==> config.mk <==
export PLATFORM = sky130hd
export DESIGN_NAME = partial_store_unit
export DESIGN_NICKNAME = d
export VERILOG_FILES = /design/src/rtl/partial_store_unit_pkg.sv /design/src/rtl/partial_store_unit_lane_shift.sv /design/src/rtl/partial_store_unit.sv
export SDC_FILE = /design/constraint.sdc
export NUM_CORES = 1
export LEC_CHECK = 0
export ABC_AREA = 1
export CAP_MARGIN = 40
export CORE_MARGIN = 4
export CORE_UTILIZATION = 46
export DETAILED_ROUTE_END_ITERATION = 8
export PLACE_DENSITY = 0.73
export SKIP_CTS_REPAIR_TIMING = 1
export SYNTH_ARGS = -nofsm -noshare
export SYNTH_HDL_FRONTEND = slang
export SYNTH_SLANG_ARGS = --single-unit
==> constraint.sdc <==
create_clock -name clk -period 3.7 [get_ports clk]
set_input_delay 0.37 -clock clk [delete_from_list [all_inputs] [get_ports clk]]
set_output_delay 0.37 -clock clk [all_outputs]
set_load 0.005 [all_outputs]
==> src/rtl/partial_store_unit_pkg.sv <==
// Shared store-path constants: funct3 encodings, base byte-enable masks and FSM state type.
// Mirrors the store defines kept in the shared opcode header so the RTL has no include-path dependency.
package partial_store_unit_pkg;

  localparam logic [2:0] FNC_SB = 3'b000;
  localparam logic [2:0] FNC_SH = 3'b001;
  localparam logic [2:0] FNC_SW = 3'b010;

  localparam logic [3:0] STORE_WE_B = 4'b0001;
  localparam logic [3:0] STORE_WE_H = 4'b0011;
  localparam logic [3:0] STORE_WE_W = 4'b1111;

  typedef enum logic [1:0] {
    ST_IDLE = 2'd0,
    ST_LO   = 2'd1,
    ST_HI   = 2'd2
  } state_t;

  function automatic logic [31:0] word_base(input logic [31:0] addr);
    return {addr[31:2], 2'b00};
  endfunction

endpackage

==> src/rtl/partial_store_unit_lane_shift.sv <==
// Combinational lane placement: base mask and width-masked data shifted by the byte offset.
// The 8-bit mask / 64-bit data span two words so an unaligned access falls into the HI half.
module store_lane_shift
  import partial_store_unit_pkg::*;
(
  input  logic [2:0]  funct3,
  input  logic [1:0]  offset,
  input  logic [31:0] data,
  output logic [7:0]  mask8,
  output logic [63:0] data64,
  output logic        illegal
);

  logic [3:0]  base;
  logic [31:0] data_m;

  always_comb begin
    base    = 4'b0000;
    data_m  = 32'h0;
    illegal = 1'b0;
    case (funct3)
      FNC_SB: begin
        base   = STORE_WE_B;
        data_m = {24'h0, data[7:0]};
      end
      FNC_SH: begin
        base   = STORE_WE_H;
        data_m = {16'h0, data[15:0]};
      end
      FNC_SW: begin
        base   = STORE_WE_W;
        data_m = data;
      end
      default: illegal = 1'b1;
    endcase
  end

  assign mask8  = {4'b0000, base} << offset;
  assign data64 = {32'h0, data_m} << {offset, 3'b000};

endmodule

==> src/rtl/partial_store_unit.sv <==
// Store alignment unit: accepts SB/SH/SW, emits one or two word-aligned write beats.
// state   | meaning
// IDLE    | ready for a request; illegal funct3 is absorbed here with an st_err pulse
// LO      | presenting the low-word beat, waiting for mem_ready
// HI      | presenting the wrap/next-word beat of a split store
module partial_store_unit
  import partial_store_unit_pkg::*;
(
  input  logic        clk,
  input  logic        rst,
  input  logic        st_valid,
  output logic        st_ready,
  input  logic [2:0]  st_funct3,
  input  logic [31:0] st_addr,
  input  logic [31:0] st_data,
  output logic        mem_valid,
  input  logic        mem_ready,
  output logic [31:0] mem_addr,
  output logic [31:0] mem_wdata,
  output logic [3:0]  mem_we,
  output logic        st_split,
  output logic        st_err
);

  state_t state, state_next;

  logic [7:0]  mask8;
  logic [63:0] data64;
  logic        illegal;
  logic        accept;

  logic [31:0] lo_addr, hi_addr, lo_wdata, hi_wdata;
  logic [3:0]  lo_we, hi_we;
  logic        hi_needed;

  store_lane_shift u_shift (
    .funct3  (st_funct3),
    .offset  (st_addr[1:0]),
    .data    (st_data),
    .mask8   (mask8),
    .data64  (data64),
    .illegal (illegal)
  );

  assign accept    = st_valid && st_ready;
  assign hi_needed = (hi_we != 4'b0000);

  always_ff @(posedge clk) begin
    if (rst) state <= ST_IDLE;
    else     state <= state_next;
  end

  always_comb begin
    state_next = state;
    case (state)
      ST_IDLE: if (accept && !illegal) state_next = ST_LO;
      ST_LO:   if (mem_ready) state_next = hi_needed ? ST_HI : ST_IDLE;
      ST_HI:   if (mem_ready) state_next = ST_IDLE;
      default: state_next = ST_IDLE;
    endcase
  end

  // Both beats are captured at accept so the HI beat never depends on live inputs.
  always_ff @(posedge clk) begin
    if (rst) begin
      lo_addr  <= 32'h0;
      hi_addr  <= 32'h0;
      lo_wdata <= 32'h0;
      hi_wdata <= 32'h0;
      lo_we    <= 4'b0000;
      hi_we    <= 4'b0000;
      st_split <= 1'b0;
      st_err   <= 1'b0;
    end else begin
      st_split <= accept && !illegal && (mask8[7:4] != 4'b0000);
      st_err   <= accept && illegal;
      if (accept && !illegal) begin
        lo_addr  <= word_base(st_addr);
        hi_addr  <= word_base(st_addr) + 32'd4;
        lo_wdata <= data64[31:0];
        hi_wdata <= data64[63:32];
        lo_we    <= mask8[3:0];
        hi_we    <= mask8[7:4];
      end
    end
  end

  always_comb begin
    st_ready  = (state == ST_IDLE) && !rst;
    mem_valid = 1'b0;
    mem_addr  = 32'h0;
    mem_wdata = 32'h0;
    mem_we    = 4'b0000;
    case (state)
      ST_LO: begin
        mem_valid = 1'b1;
        mem_addr  = lo_addr;
        mem_wdata = lo_wdata;
        mem_we    = lo_we;
      end
      ST_HI: begin
        mem_valid = 1'b1;
        mem_addr  = hi_addr;
        mem_wdata = hi_wdata;
        mem_we    = hi_we;
      end
      default: ;
    endcase
  end

endmodule

==> summary.md <==
The run gives 0.453 ns as the final worst-path setup slack. TritonCTS built the clock tree. Number of synthesized register bits: 127.

In this design, the largest share of critical-path delay is due to buffers and inverters. Among all stages on the critical path, the largest delay is contributed by ha_1. Before antenna repair, the detailed router went through 7 iterations. The count of clock tree sinks was 127. The number of antenna diodes in the final layout is 0. The tools report the number of nets in the layout as 1255. Clock skew on the completed layout was measured at 0.00610 ns. The cell count after synthesis came out at 1072. Global routing used 26.2% of the available tracks across all layers. The power consumption is 4.35 mW. Measured along the y axis, the die boundary spans 130 microns. The critical path in this run is classified as flop to output pin. At the pin with the least slew margin, the transition time is 0.896 ns.

For the CTS buffer count, the log shows 17. Leaving out fill and tap cells, the most frequent cell in the layout is nand2_1. Cells fill 60.9% of the core in the end.

The flow ran to the end, and the final reports show no timing, DRC or antenna violations. The number of filler instances in the final layout was 1379. The logs give 0 for the number of antenna violations at the first check in global routing and 44 for the cell row count. The element type at the critical path end is an output pin.

Once detail routing completed, the nets flagged for antenna violations numbered 0. The area inside the core boundary was 14500 sq um. The critical path goes through inv_1 > ha_1 > inv_2 > buf_12 > a21oi_1 > clkdlybuf4s50_1.

The number of failing setup endpoints in the final timing report is 0, and the warning count from the yosys run is 0. The worst register-to-register path has a depth of 10. The signal arrival time at the worst endpoint is 2.88 ns. After layout, the worst path uses 87.8% of the clock period. Entering global routing, the biggest net connects 86 pins. The sum of negative setup slack is 0 ns, and the die span in x is 130 microns.

The initial utilization of the core area, before any placement, comes to 47.0%. Leaving out fill and tap cells, the most frequent cells in the layout are nand2_1 (351), clkdlybuf4s50_1 (139), a21oi_1 (137), nor2_1 (136), dfxtp_1 (127). In this run the worst path has a maximum fanout of 33. Detailed-placement wirelength estimate: 14800 microns. Input and output buffers added on the ports amount to 140. The floorplan step defined a die boundary enclosing 16900 sq um. The clock-pin slew of the registers on the worst-case setup and hold paths was 0.05 ns; the total stage count of the critical path was 6. Number of pins with negative max-slew slack in the final report: 0. The register area share after synthesis was 37.2%; the power density relative to cell area was 492 nW/um^2. The post-synthesis instance area was 6840 sq um; the endpoint required time on the critical path was 3.33 ns. Number of endpoints with negative hold slack in the final report: 0.

The worst pin sits at a relative slew slack of 39.9%. In this run the static leakage power is 3.30 nW. The average cell area after synthesis is 6.38 sq um. The routed wire length was 22000 microns. The tools report the placer's final routability congestion estimate as 0.871. Total number of H-tree levels: 4. The tools report the via count of the first global-routing pass as 6823. STA classifies the critical path startpoint as a flop. The share of synthesized registers carrying an async set or reset works out to 0%. The maximum vdd drop is 0.000329 V, and the register-to-register setup slack is 1.24 ns. The total buffers and inverters traversed by the critical path came out at 4. OpenSTA, run right after detailed placement, puts the worst setup slack at 0.906 ns. From synthesis to final layout, the design area changed by 29.4%. Across the run, the number of max-cap violations was 0. The clock passes through at most 2 buffers. The clock reaches the later pin of the worst-skew pair after 0.42 ns. The mean number of vias per cell was 5.39; the achievable frequency was 0.308 GHz. The primary flip-flop cell chosen by synthesis mapping was dfxtp_1. Of the cells placed in the final design, the portion with a size suffix greater than 1 is 5.29%. The first global-routing pass estimated 35100 microns of wire. The routed design could run at a clock period as short as 3.25 ns.

Clock tree synthesis selected as its root buffer the cell clkbuf_16. In this run, the number of DRC markers left after iteration 0 of detailed routing was 664. The number of cells traversed by the worst hold path works out to 4. In this design, the stage delay of the slowest critical-path cell is 0.57 ns. The path category of the worst min-delay check was input pin to flop. Number of enable-type register cells in the synthesized netlist: 0.

Setup repair after global routing left no endpoint under its margin. The synthesized netlist contains 33 unique library cells. The I/O pin total came out at 143.

Routed length per placed instance: 16.0 microns. Summing over every cut layer, the via total after detailed routing is 7405. In the routed design, unresolved DRC markers number 0. Residual overflow from global routing: 0.
[final timing paths]
kind | startpoint | endpoint
max | state[0] | mem_addr[28]
min | rst | st_err
max reg2reg | state[0] | hi_wdata[10]
min reg2reg | hi_addr[24] | hi_addr[24]
[flip-flops by register name (all words and copies together) (netlist names)]
register and count:
hi_wdata 24, hi_addr 30, st_err 1, lo_wdata 32
lo_addr 30, state 2, hi_we 3, lo_we 4
st_split 1
[layout make-up]
cell class	instances	area [sq um]	area share, %
Multi-Input combinational cell	808	3710	41.9
Timing Repair Buffer	154	1550	17.5
Clock inverter	8	90.1	1.02
Tap cell	184	230	2.60
Inverter	71	267	3.01
Clock buffer	22	464	5.25
Sequential cell	127	2540	28.7
[layer usage]
metal / GRT usage, % / share of wire [%] / wire length [microns]
met4: 8.19 / 2.3 / 512
met5: 0 / 0 / 0
met3: 5.16 / 8.1 / 1790
met1: 37.0 / 45 / 9990
met2: 40.6 / 44 / 9700
[metrics by stage]
stage	instance area, sq um	instances	hold slack [ns]
6_report	8850	1374	0.359
3_3_place_gp	8270	1343	0.453
2_1_floorplan	6840	1073	0.441
3_5_place_dp	8300	1344	0.456
4_1_cts	8850	1374	0.355
5_1_grt	8850	1374	0.359
[cells in the mapped netlist (10+ instances only)]
| master | count | area [sq um] |
|---|---|---|
| nand2_1 | 351 | 1320 |
| clkbuf_1 | 29 | 109 |
| nor2_1 | 136 | 510 |
| o21ai_0 | 43 | 215 |
| buf_2 | 20 | 100 |
| a21oi_1 | 137 | 686 |
| dfxtp_1 | 127 | 2540 |
| a22oi_1 | 23 | 173 |
| a211oi_1 | 12 | 90.1 |
| inv_1 | 65 | 244 |
| nor3_1 | 10 | 50.1 |
| nand3_1 | 46 | 230 |
[logic make-up (layout without fill, tap and decap cells)]
family / after synthesis / in the layout / share of synthesized area, %
AND/OR/NAND/NOR: 560 / 560 / 33.0
XOR/XNOR: 14 / 14 / 1.79
other: 1 / 2 / 0.0548
adder cells (fa/ha/maj): 5 / 5 / 0.915
AO/OA/AOI/OAI: 227 / 227 / 18.3
buffers and inverters: 138 / 255 / 8.76
flip-flops: 127 / 127 / 37.2
[worst min-delay path, delay by kind of cell]
family | cells | cell delay (ns)
buffers and inverters | 1 | 0.18
and+or+nand+nor | 3 | 0.17
[where the power goes]
| group | switching [mW] | internal [mW] |
|---|---|---|
| registers | 0.0405 | 1.45 |
| clock network | 0.584 | 1.01 |
| logic | 0.912 | 0.357 |
| total | 1.54 | 2.81 |
No activity file was read; power rests on OpenSTA's default activity.
